File: config.mk
export PLATFORM = sky130hd
export DESIGN_NAME = wb_stage
export DESIGN_NICKNAME = d
export VERILOG_FILES = /design/src/rtl/wb_stage_pkg.sv /design/src/rtl/wb_stage_load_ext.sv /design/src/rtl/wb_stage.sv
export SDC_FILE = /design/constraint.sdc
export NUM_CORES = 1
export LEC_CHECK = 0
export CAP_MARGIN = 20
export CELL_PAD_IN_SITES_DETAIL_PLACEMENT = 0
export CELL_PAD_IN_SITES_GLOBAL_PLACEMENT = 2
export CORE_MARGIN = 2
export CORE_UTILIZATION = 30
export DETAILED_ROUTE_END_ITERATION = 6
export GPL_TIMING_DRIVEN = 0
export HOLD_SLACK_MARGIN = 0.08
export PLACE_DENSITY_LB_ADDON = 0.1
export REMOVE_ABC_BUFFERS = 1
export SETUP_SLACK_MARGIN = 0.1
export SKIP_CTS_REPAIR_TIMING = 1
export SLEW_MARGIN = 20
export SYNTH_ARGS = -nofsm -noshare
export SYNTH_HDL_FRONTEND = slang
export SYNTH_SLANG_ARGS = --single-unit
File: constraint.sdc
create_clock -name clk -period 4.45 [get_ports clk]
set_input_delay 0.89 -clock clk [delete_from_list [all_inputs] [get_ports clk]]
set_output_delay 0.89 -clock clk [all_outputs]
set_load 0.02 [all_outputs]
File: src/rtl/wb_stage_pkg.sv
// rtl/wb_stage_pkg.sv - shared load-type encodings, constants and WB payload type
package wb_stage_pkg;

    localparam logic [2:0]  LT_LB     = 3'd0;
    localparam logic [2:0]  LT_LBU    = 3'd1;
    localparam logic [2:0]  LT_LH     = 3'd2;
    localparam logic [2:0]  LT_LHU    = 3'd3;
    localparam logic [2:0]  LT_LW     = 3'd4;
    localparam logic [31:0] ZERO_WORD = 32'h0000_0000;

    typedef struct packed {
        logic [31:0] pc;
        logic [31:0] result;
        logic        we;
        logic [4:0]  waddr;
        logic        load;
        logic [2:0]  ltype;
        logic [1:0]  alow;
    } wb_payload_t;

    // Unknown load types behave as LW, so they need word alignment too.
    function automatic logic load_misaligned(input logic load, input logic [2:0] ltype,
                                             input logic [1:0] alow);
        logic half_type;
        logic byte_type;
        half_type = (ltype == LT_LH) || (ltype == LT_LHU);
        byte_type = (ltype == LT_LB) || (ltype == LT_LBU);
        if (!load || byte_type) begin
            return 1'b0;
        end
        if (half_type) begin
            return alow[0];
        end
        return alow != 2'b00;
    endfunction

endpackage

File: src/rtl/wb_stage_load_ext.sv
// rtl/wb_stage_load_ext.sv - byte/half lane select and sign/zero extension of load data
module load_ext
    import wb_stage_pkg::*;
(
    input  logic [31:0] rdata,
    input  logic [2:0]  ltype,
    input  logic [1:0]  alow,
    output logic [31:0] data
);

    logic [7:0]  b;
    logic [15:0] h;

    always_comb begin
        b = rdata[{alow, 3'b000} +: 8];
        h = alow[1] ? rdata[31:16] : rdata[15:0];
        case (ltype)
            LT_LB:   data = {{24{b[7]}}, b};
            LT_LBU:  data = {24'h00_0000, b};
            LT_LH:   data = {{16{h[15]}}, h};
            LT_LHU:  data = {16'h0000, h};
            default: data = rdata;
        endcase
    end

endmodule

File: src/rtl/wb_stage.sv
// rtl/wb_stage.sv - write-back stage: one-entry holding register, load extension, RF write and trace
module wb_stage
    import wb_stage_pkg::*;
(
    input  logic        clk,
    input  logic        resetn,
    input  logic        mem_valid,
    output logic        mem_ready,
    input  logic [31:0] mem_pc,
    input  logic [31:0] mem_result,
    input  logic        mem_we,
    input  logic [4:0]  mem_waddr,
    input  logic        mem_load,
    input  logic [2:0]  mem_ltype,
    input  logic [1:0]  mem_alow,
    input  logic [31:0] data_sram_rdata,
    input  logic        wb_stall,
    input  logic        flush,
    output logic        rf_we,
    output logic [4:0]  rf_waddr,
    output logic [31:0] rf_wdata,
    output logic        fwd_valid,
    output logic [4:0]  fwd_waddr,
    output logic [31:0] fwd_wdata,
    output logic [31:0] debug_wb_pc,
    output logic [3:0]  debug_wb_rf_wen,
    output logic [4:0]  debug_wb_rf_wnum,
    output logic [31:0] debug_wb_rf_wdata,
    output logic        misalign,
    output logic [31:0] retire_cnt
);

    wb_payload_t wb_q, wb_d;
    logic        wb_valid_q, wb_valid_d;
    logic        cap_q, cap_d;
    logic [31:0] hold_q, hold_d;
    logic [31:0] retire_cnt_q, retire_cnt_d;

    logic        transfer;
    logic        retire;
    logic        mis;
    logic [31:0] load_word;
    logic [31:0] ext_data;

    // The SRAM word is only valid in the load's first WB cycle; stalled cycles replay the hold copy.
    assign load_word = cap_q ? hold_q : data_sram_rdata;

    load_ext u_load_ext (
        .rdata (load_word),
        .ltype (wb_q.ltype),
        .alow  (wb_q.alow),
        .data  (ext_data)
    );

    always_comb begin
        mem_ready = !flush && (!wb_valid_q || !wb_stall);
        transfer  = mem_valid && mem_ready;
        retire    = wb_valid_q && !wb_stall && !flush;
        mis       = load_misaligned(wb_q.load, wb_q.ltype, wb_q.alow);

        wb_d       = wb_q;
        wb_valid_d = wb_valid_q;
        cap_d      = cap_q;
        hold_d     = hold_q;
        if (transfer) begin
            wb_d = '{pc: mem_pc, result: mem_result, we: mem_we, waddr: mem_waddr,
                     load: mem_load, ltype: mem_ltype, alow: mem_alow};
            wb_valid_d = 1'b1;
        end else if (flush || (wb_valid_q && !wb_stall)) begin
            wb_valid_d = 1'b0;
        end

        if (transfer || retire || flush) begin
            cap_d = 1'b0;
        end else if (wb_valid_q && wb_q.load && !cap_q) begin
            cap_d  = 1'b1;
            hold_d = data_sram_rdata;
        end

        retire_cnt_d = retire_cnt_q + {31'd0, retire};

        rf_we    = retire && wb_q.we && (wb_q.waddr != 5'd0) && !mis;
        rf_waddr = wb_q.waddr;
        rf_wdata = wb_q.load ? ext_data : wb_q.result;
        misalign = retire && mis;

        fwd_valid = rf_we;
        fwd_waddr = rf_waddr;
        fwd_wdata = rf_wdata;

        debug_wb_pc       = wb_q.pc;
        debug_wb_rf_wen   = {4{rf_we}};
        debug_wb_rf_wnum  = rf_waddr;
        debug_wb_rf_wdata = rf_wdata;
    end

    assign retire_cnt = retire_cnt_q;

    always_ff @(posedge clk or negedge resetn) begin
        if (!resetn) begin
            wb_q         <= '0;
            wb_valid_q   <= 1'b0;
            cap_q        <= 1'b0;
            hold_q       <= ZERO_WORD;
            retire_cnt_q <= ZERO_WORD;
        end else begin
            wb_q         <= wb_d;
            wb_valid_q   <= wb_valid_d;
            cap_q        <= cap_d;
            hold_q       <= hold_d;
            retire_cnt_q <= retire_cnt_d;
        end
    end

endmodule

# Word-level counts from Yosys, hierarchy flattened
# Index checks and enable logic that the tools add are counted.
# classes
add_sub_neg,1
n_eq_ne,3
shifts,1
mux,15
n_bitwise,1
reduce_logical,29
# ops
operator,n
one-hot mux 32 bit (4 select lines),1
two-way mux 32 bit,2
adder 32 x 1 -> 32 bit,1
variable part select 32 x 6 -> 8 bit,1
two-way mux 16 bit,1
two-way mux 1 bit,11
logical AND 1 bit,10
logical OR 1 bit,7
equality test 3 x 2 -> 1 bit (second input constant),2
logical NOT 1 bit,6
nonzero test 2 bit,3
nonzero test 5 bit,1
equality test 3 x 1 -> 1 bit (second input constant),1
logical NOT 3 bit,1
AND reduction 2 bit,1
NOT 1 bit,1
# word_totals
reg_bits,142
inputBits,113
elab_cells,61

# Longest topological paths before layout
# Gate-level depths: netlist of the first run.
# depth
word_depth,9
mapped_depth,8
mapped_depth_nobuf,8

# Hierarchy
# Synthesis of the first run repeated with hierarchy kept, for this count alone.
# unflattened
cells_unflattened,652
area_unflattened_um2,7983.9
# by_module_without_submodules
mod,n_inst,cells_each,area_per_inst_um2,seq_area_each_um2
wb_stage,1,556,7255.7,3553.4
load_ext,1,96,728.2,0.0

# Worst setup path before layout of the first run
# No wires, ideal clock.
# synth_timing
path_kind,input to output
startpoint,input port data_sram_rdata[23]
endpoint,output port fwd_wdata[10]
t_arrival_ns,2.285
path_slack_ns,1.275
path_stages,5
path_cell_list,mux4_2 > or2_1 > a31oi_4 > a21oi_1 > buf_4
# synth_between
elab_chain_cells,4
# synth_lines
element,line_no,rtl
"start, declared",wb_stage.sv:16,"input logic [31:0] data_sram_rdata,"
two-way mux 32 bit,wb_stage.sv:46,assign load_word = cap_q ? hold_q : data_sram_rdata;
variable part select 32 x 6 -> 8 bit,wb_stage_load_ext.sv:15,"b = rdata[{alow, 3'b000} +: 8];"
one-hot mux 32 bit (4 select lines),wb_stage_load_ext.sv:17,case (ltype)
two-way mux 32 bit,wb_stage.sv:84,rf_wdata = wb_q.load ? ext_data : wb_q.result;
"end, declared",wb_stage.sv:24,"output logic [31:0] fwd_wdata,"
# No other way between the ends.

# Worst setup path after layout of the first run
# layout_timing
startpoint,register wb_q[3] (netlist name)
endpoint,output port rf_wdata[0]
# layout_between
elab_chain_cells,3
# layout_lines
element,line_no,rtl
"start, declared",wb_stage.sv:33,"wb_payload_t wb_q, wb_d;"
"start signal, assigned",wb_stage.sv:107,wb_q <= wb_d;
equality test 3 x 2 -> 1 bit (tied with other cells),wb_stage_load_ext.sv:17,
one-hot mux 32 bit (4 select lines) (*),wb_stage_load_ext.sv:17,
two-way mux 32 bit (*),wb_stage.sv:84,
"end, declared",wb_stage.sv:21,"output logic [31:0] rf_wdata,"
# Mark *: on every way between the ends. The rest lies on a longest branch, timed or not.

==> results.json, run 1 <==
{
  "cp.arrival_ns": 3.24,
  "num_vias": 5674,
  "finalPower_mw": 5.13,
  "insertion_delay_ns": 0.42,
  "holdWs_ns": 0.380,
  "critPathLaunchType": "flop",
  "cts_made_buffers": 17,
  "critPathBufInv": 1,
  "synthDistinctLibCells": 51,
  "maxCapViolations": 0,
  "finalNetCount": 961,
  "row_count": 59,
  "cts_num_sinks": 142,
  "boundaryPins": 296,
  "hold_violations": 0,
  "design_area_mm2": 0.0112,
  "routedWlPerCell_um": 18.6,
  "cts_tree": "done",
  "yosysWarnings": 0,
  "synth_edf_count": 0,
  "fin_skew_ns": 0.0149,
  "worst_setup_path_end_kind": "output pin",
  "crit_chain": "nand2b_2, mux4_2, a22oi_1, a31oi_1, clkdlybuf4s50_1",
  "cts_buffer_depth": 2,
  "crit_family": "flip-flops",
  "grtUsageTotal": 0.161,
  "gp_congestion": 0.735,
  "grt_max_degree": 86,
  "cp_slowest_cell": "dfrtp_1",
  "ys.flop_type": "dfrtp_1",
  "async_flop_share": 1.00,
  "die-area_mm2": 0.0282,
  "ir_worst_vdd_mv": 0.246,
  "yosysSeqAreaShare": 0.441,
  "syn_area_per_cell_um2": 12.0,
  "final_cell_mix": "clkdlybuf4s50_1 (294), dfrtp_1 (139), mux2_2 (120), nand2_1 (30), xnor2_1 (22)",
  "critPathMaxStageDelay_ns": 0.81,
  "tns_ns": 0,
  "criticalPathCategory": "reg2out",
  "powerDensity_mw_per_mm2": 457,
  "clock-root-buffer": "clkbuf_16",
  "start_util": 0.307,
  "grt_setup_unrepaired": "false",
  "drive_gt1_frac": 0.246,
  "grt-ovfl-total": 0,
  "dp_hpwl_mm": 15.8,
  "drtAntennaViolNets": 0,
  "fin_crit_sh": 0.928,
  "cts.htree.levels": 4,
  "drv_slew": 0,
  "drtIter0Drc": 209,
  "drc_errors": 0,
  "cp.required_ns": 3.56,
  "clock.fmax_ghz": 0.242,
  "slew_headroom": 0.520,
  "clk_pin_slew_ns": 0.07,
  "ys_seq_elements": 142,
  "status": "finished, final reports clean",
  "tightest_slew_ns": 0.719,
  "core_area_mm2": 0.0262,
  "grt_first_pass_wirelength_mm": 35.1,
  "portBuffers": 295,
  "drt-total-wl_mm": 22.2,
  "fin_crit_ns": 4.13,
  "cellLeakagePower_nw": 4.47,
  "hp-class": "in2async",
  "setup_violations": 0,
  "grt_pass1_vias": 6055,
  "area_delta_synth_final_pct": 39.5,
  "die_h_um": 168,
  "final_util": 0.429,
  "syn_area_mm2": 0.00805,
  "viasPerCell": 4.74,
  "netlist_instances": 670,
  "drt_pass1_iterations": 4,
  "antenna_found_initial": 1,
  "dpl_cell_area_mm2": 0.0106,
  "critPathMaxFanout": 16,
  "final_common_cell": "clkdlybuf4s50_1",
  "die_w_um": 168
}
-- cells by family (layout without fill, tap and decap cells) --
family | after synthesis | in the layout | share of synthesized area
adder cells (fa/ha/maj) | 2 | 2 | 0.00311
multiplexers | 160 | 160 | 0.249
AND/OR/NAND/NOR | 110 | 110 | 0.0760
XOR/XNOR | 30 | 30 | 0.0326
buffers and inverters | 169 | 358 | 0.138
flip-flops | 142 | 142 | 0.441
AO/OA/AOI/OAI | 57 | 57 | 0.0602
other | 0 | 2 | 0
-- state kept, by name, summed over array words and instances, names as in the netlist --
name              flops
hold_q               32
cap_q                 1
wb_valid_q            1
debug_wb_rf_wnum      5
debug_wb_pc          32
wb_q                 39
retire_cnt           32
-- power breakdown --
| group | switching [mW] | internal (mW) |
|---|---|---|
| registers | 0.222 | 1.53 |
| logic | 0.925 | 1.03 |
| clock network | 0.610 | 0.816 |
-- layout make-up --
cell class	count	area (µm²)
fillers	2447	15000
multi-input cells	359	3410
inverters	21	78.8
clock buffers	20	457
diodes	2	5.00
flip-flops and latches	142	3560
repair buffers	305	3180
clock inverters	12	125
well taps	335	419
-- cell usage after synthesis (8+ instances only) --
cell / number / area share
inv_1: 20 / 0.0093
nand2_1: 32 / 0.015
buf_4: 118 / 0.11
xnor2_1: 22 / 0.024
a21oi_1: 13 / 0.0081
nor2_1: 19 / 0.0089
clkbuf_1: 13 / 0.0061
mux2_2: 120 / 0.17
o22ai_1: 8 / 0.0062
xor2_1: 8 / 0.0087
nand3_1: 18 / 0.011
mux4_2: 20 / 0.056
dfrtp_1: 142 / 0.44
o221ai_2: 10 / 0.019
buf_2: 14 / 0.0087
mux2i_1: 20 / 0.025
-- final timing paths --
| path | from | endpoint | slack, ns | cells past startpoint |
|---|---|---|---|---|
| max in group asynchronous | resetn | cap_q$_DFFE_PN0P_ | 3.23 | 2 |
| worst max register to register | wb_valid_q$_DFFE_PN0P_ | retire_cnt[28]$_DFF_PN0_ | 2.03 | 8 |
| worst max-delay path | wb_q[3]$_DFFE_PN0P_ | rf_wdata[0] | 0.32 | 5 |
| worst min register to register | retire_cnt[31]$_DFF_PN0_ | retire_cnt[31]$_DFF_PN0_ | 0.47 | 1 |
| worst min-delay path | resetn | wb_q[39]$_DFFE_PN0P_ | 0.38 | 1 |
| min in group clk | retire_cnt[31]$_DFF_PN0_ | retire_cnt[31]$_DFF_PN0_ | 0.47 | 1 |
-- routing by layer --
metal | global-route usage | vias up | routed length (µm)
met5 | 0 | - | 0
met4 | 0.0510 | 0 | 281
met3 | 0.0355 | 14 | 1030
met2 | 0.273 | 174 | 11200
met1 | 0.204 | 2859 | 9710
li1 | - | 2627 | -
-- worst reg2reg max path, stage by stage (launching register included) --
cell and delay (ns):
dfrtp_1 0.42, or3b_4 0.45, inv_1 0.12, and2_1 0.14, ha_1 0.23, nand2_1 0.21
nor4_2 0.39, nand4_1 0.19, xnor2_1 0.16
-- stage by stage --
step	cells	setup WS, ns
finish	1196	0.322
global route	1195	0.132
CTS	1190	-0.516
detailed placement	1158	-0.450
global placement	1152	-3.81
floorplan	522	0.0137
No activity file was read; power rests on OpenSTA's default activity.
==> run 2, diff against run 1 <==
--- a/config.mk
+++ b/config.mk
@@ -13,11 +13,12 @@
 export DETAILED_ROUTE_END_ITERATION = 6
 export GPL_TIMING_DRIVEN = 0
 export HOLD_SLACK_MARGIN = 0.08
-export PLACE_DENSITY_LB_ADDON = 0.1
+export PLACE_DENSITY = 0.93
 export REMOVE_ABC_BUFFERS = 1
 export SETUP_SLACK_MARGIN = 0.1
 export SKIP_CTS_REPAIR_TIMING = 1
 export SLEW_MARGIN = 20
 export SYNTH_ARGS = -nofsm -noshare
 export SYNTH_HDL_FRONTEND = slang
+export SYNTH_HIERARCHICAL = 1
 export SYNTH_SLANG_ARGS = --single-unit
==> run 2 against run 1 <==
Effect of this change: first-iteration DRC count down 7.2%; final cell count down 2.0%; design area down 1.1%; critical path depth up 3; hold slack better by 0.0087 ns; largest cell class unchanged.
==> results.json, run 2 <==
{
  "status": "finished, final reports clean",
  "criticalPathCategory": "in2out",
  "grt_max_degree": 92,
  "ys.flop_type": "dfrtp_1",
  "setup_violations": 0,
  "dpl_cell_area_mm2": 0.0104,
  "yosys.area.top_type_share": 0.445,
  "grtUsageTotal": 0.152,
  "maxCapViolations": 0,
  "top_register": "wb_q",
  "drt_pass1_iterations": 4,
  "fin_skew_ns": 0.00988,
  "final_util": 0.426,
  "yosysWarnings": 6,
  "async_flop_share": 1.00,
  "ir_worst_vdd_mv": 0.264,
  "hold_violations": 0,
  "cts_made_buffers": 17,
  "clock-root-buffer": "clkbuf_16",
  "drtIter0Drc": 194,
  "ys_seq_elements": 142,
  "synth_xor_xnor_area_share": 0.0329,
  "cts_buffer_depth": 2,
  "synthTopCellsByCount": "mux2_2 (173), dfrtp_1 (142), buf_4 (124)",
  "routedWlPerCell_um": 18.3,
  "reg2reg_slack_ns": 2.06,
  "core_area_mm2": 0.0261,
  "powerDensity_mw_per_mm2": 460,
  "synth_edf_count": 0,
  "area_delta_synth_final_pct": 39.2,
  "wl_met1_mm": 9.81,
  "grt_first_pass_wirelength_mm": 33.3,
  "dp_hpwl_mm": 15.3,
  "cts.htree.levels": 4,
  "syn_area_mm2": 0.00798,
  "grt-ovfl-total": 0,
  "critPathMaxFanout": 9,
  "grt_setup_unrepaired": "false",
  "netlist_instances": 652,
  "met2_length_mm": 10.7,
  "fin_crit_ns": 4.18,
  "clk_pin_slew_ns": 0.07,
  "rr_endpoint": "retire_cnt[18]$_DFF_PN0_",
  "fillers": 2443,
  "drive_gt1_frac": 0.280,
  "portBuffers": 295,
  "muxShareOfSynthArea": 0.262,
  "gp_congestion": 0.722,
  "clock.fmax_ghz": 0.239,
  "setup_ws_ns": 0.271,
  "tightest_slew_ns": 0.855,
  "cp.required_ns": 3.56,
  "hp-class": "in2async",
  "num_vias": 5438,
  "slew_headroom": 0.430,
  "start_util": 0.306,
  "row_count": 59,
  "die_h_um": 167,
  "holdWs_ns": 0.389,
  "r2r.worst_path.cells": 7,
  "final_cell_count_no_fill": 1172,
  "synthSimpleGateAreaFrac": 0.0755,
  "critPathLaunchType": "input port",
  "dp_cells": 1137,
  "r2r_start": "wb_valid_q$_DFFE_PN0P_",
  "drv_slew": 0,
  "viasPerCell": 4.64,
  "design_area_mm2": 0.0111,
  "die-area_mm2": 0.0279,
  "fin_crit_sh": 0.939,
  "drt-total-wl_mm": 21.5,
  "finalNetCount": 938,
  "yosysSeqAreaShare": 0.445,
  "synth_compound_area_frac": 0.0459,
  "synthDistinctLibCells": 50,
  "final_cell_mix": "clkdlybuf4s50_1 (270), mux2_2 (173), dfrtp_1 (139), xnor2_1 (27), dlymetal6s2s_1 (24)",
  "cts_num_sinks": 142,
  "syn_area_per_cell_um2": 12.2,
  "dr_wl_met3_um": 817,
  "preCtsSetupSlack_ns": -0.0125,
  "yosys.area.top_type": "dfrtp_1",
  "drc_errors": 0,
  "synth_top_family_by_area": "multiplexers",
  "grt_pass1_vias": 5655,
  "cellLeakagePower_nw": 4.72,
  "synth.most_common_cell": "mux2_2",
  "synth_area_leaders": "dfrtp_1 (45%), mux2_2 (24%), buf_4 (12%)",
  "largest_reg_flops": 39,
  "final_common_cell": "clkdlybuf4s50_1",
  "cts_tree": "done",
  "top_layer": "met4",
  "insertion_delay_ns": 0.42,
  "antenna_found_initial": 1,
  "cp.arrival_ns": 3.29,
  "synthAdderAreaFrac": 0.00313,
  "drtAntennaViolNets": 0,
  "boundaryPins": 296,
  "worst_setup_path_end_kind": "output pin",
  "die_w_um": 167
}
## run 2: report_power, final
group          internal (mW)  switching [mW]  total (mW)
clock network          0.852           0.614        1.47
logic                   1.02           0.911        1.94
registers               1.53           0.180        1.71
## run 2: final cells by class
class	count	area, µm²	share of cell area
Inverter	4	15.0	0.00135
Clock buffer	18	439	0.0395
Multi-Input combinational cell	356	3360	0.302
Clock inverter	14	158	0.0142
Timing Repair Buffer	302	3160	0.284
Sequential cell	142	3560	0.320
Tap cell	335	419	0.0377
Antenna cell	1	2.50	0.000225
## run 2: worst max-delay path by stage
stage	startpoint	to	depth (start not counted)
2_1_floorplan	wb_stall	debug_wb_rf_wen[0]	3
3_3_place_gp	resetn	retire_cnt[30]$_DFF_PN0_	1
3_5_place_dp	data_sram_rdata[31]	debug_wb_rf_wdata[24]	7
4_1_cts	data_sram_rdata[31]	debug_wb_rf_wdata[24]	7
5_1_grt	wb_q[1]$_DFFE_PN0P_	fwd_wdata[1]	5
6_report	data_sram_rdata[15]	fwd_wdata[19]	8
## run 2: logic make-up (layout without fill, tap and decap cells)
family                     count (synthesis)  in the layout
and+or+nand+nor                           92             92
DFF                                      142            142
other                                      0              1
adders and majority gates                  2              2
xor gates and xnor gates                  30             30
muxes                                    183            183
buffers and inverters                    154            338
AOI/OAI and AO/OA                         49             49
## run 2: metrics by stage
step                total power [mW]  TNS (ns)
global route                    5.37         0
detailed placement              3.69   -0.0344
finish                          5.11         0
CTS                             5.19   -0.0582
global placement                3.65   -588.01
floorplan                       2.69         0
## run 2: layer usage
layer	vias up	global-route usage
li1	2544	-
met1	2756	0.201
met2	130	0.255
met3	8	0.0357
met4	0	0.0349
met5	-	0
## run 2: critical path, stage by stage
cell,delay [ns]
clkdlybuf4s50_1,0.41
mux2_2,0.32
mux2_4,0.30
mux2i_4,0.19
buf_4,0.22
o21ai_1,0.09
mux2_2,0.32
clkdlybuf4s50_1,0.55
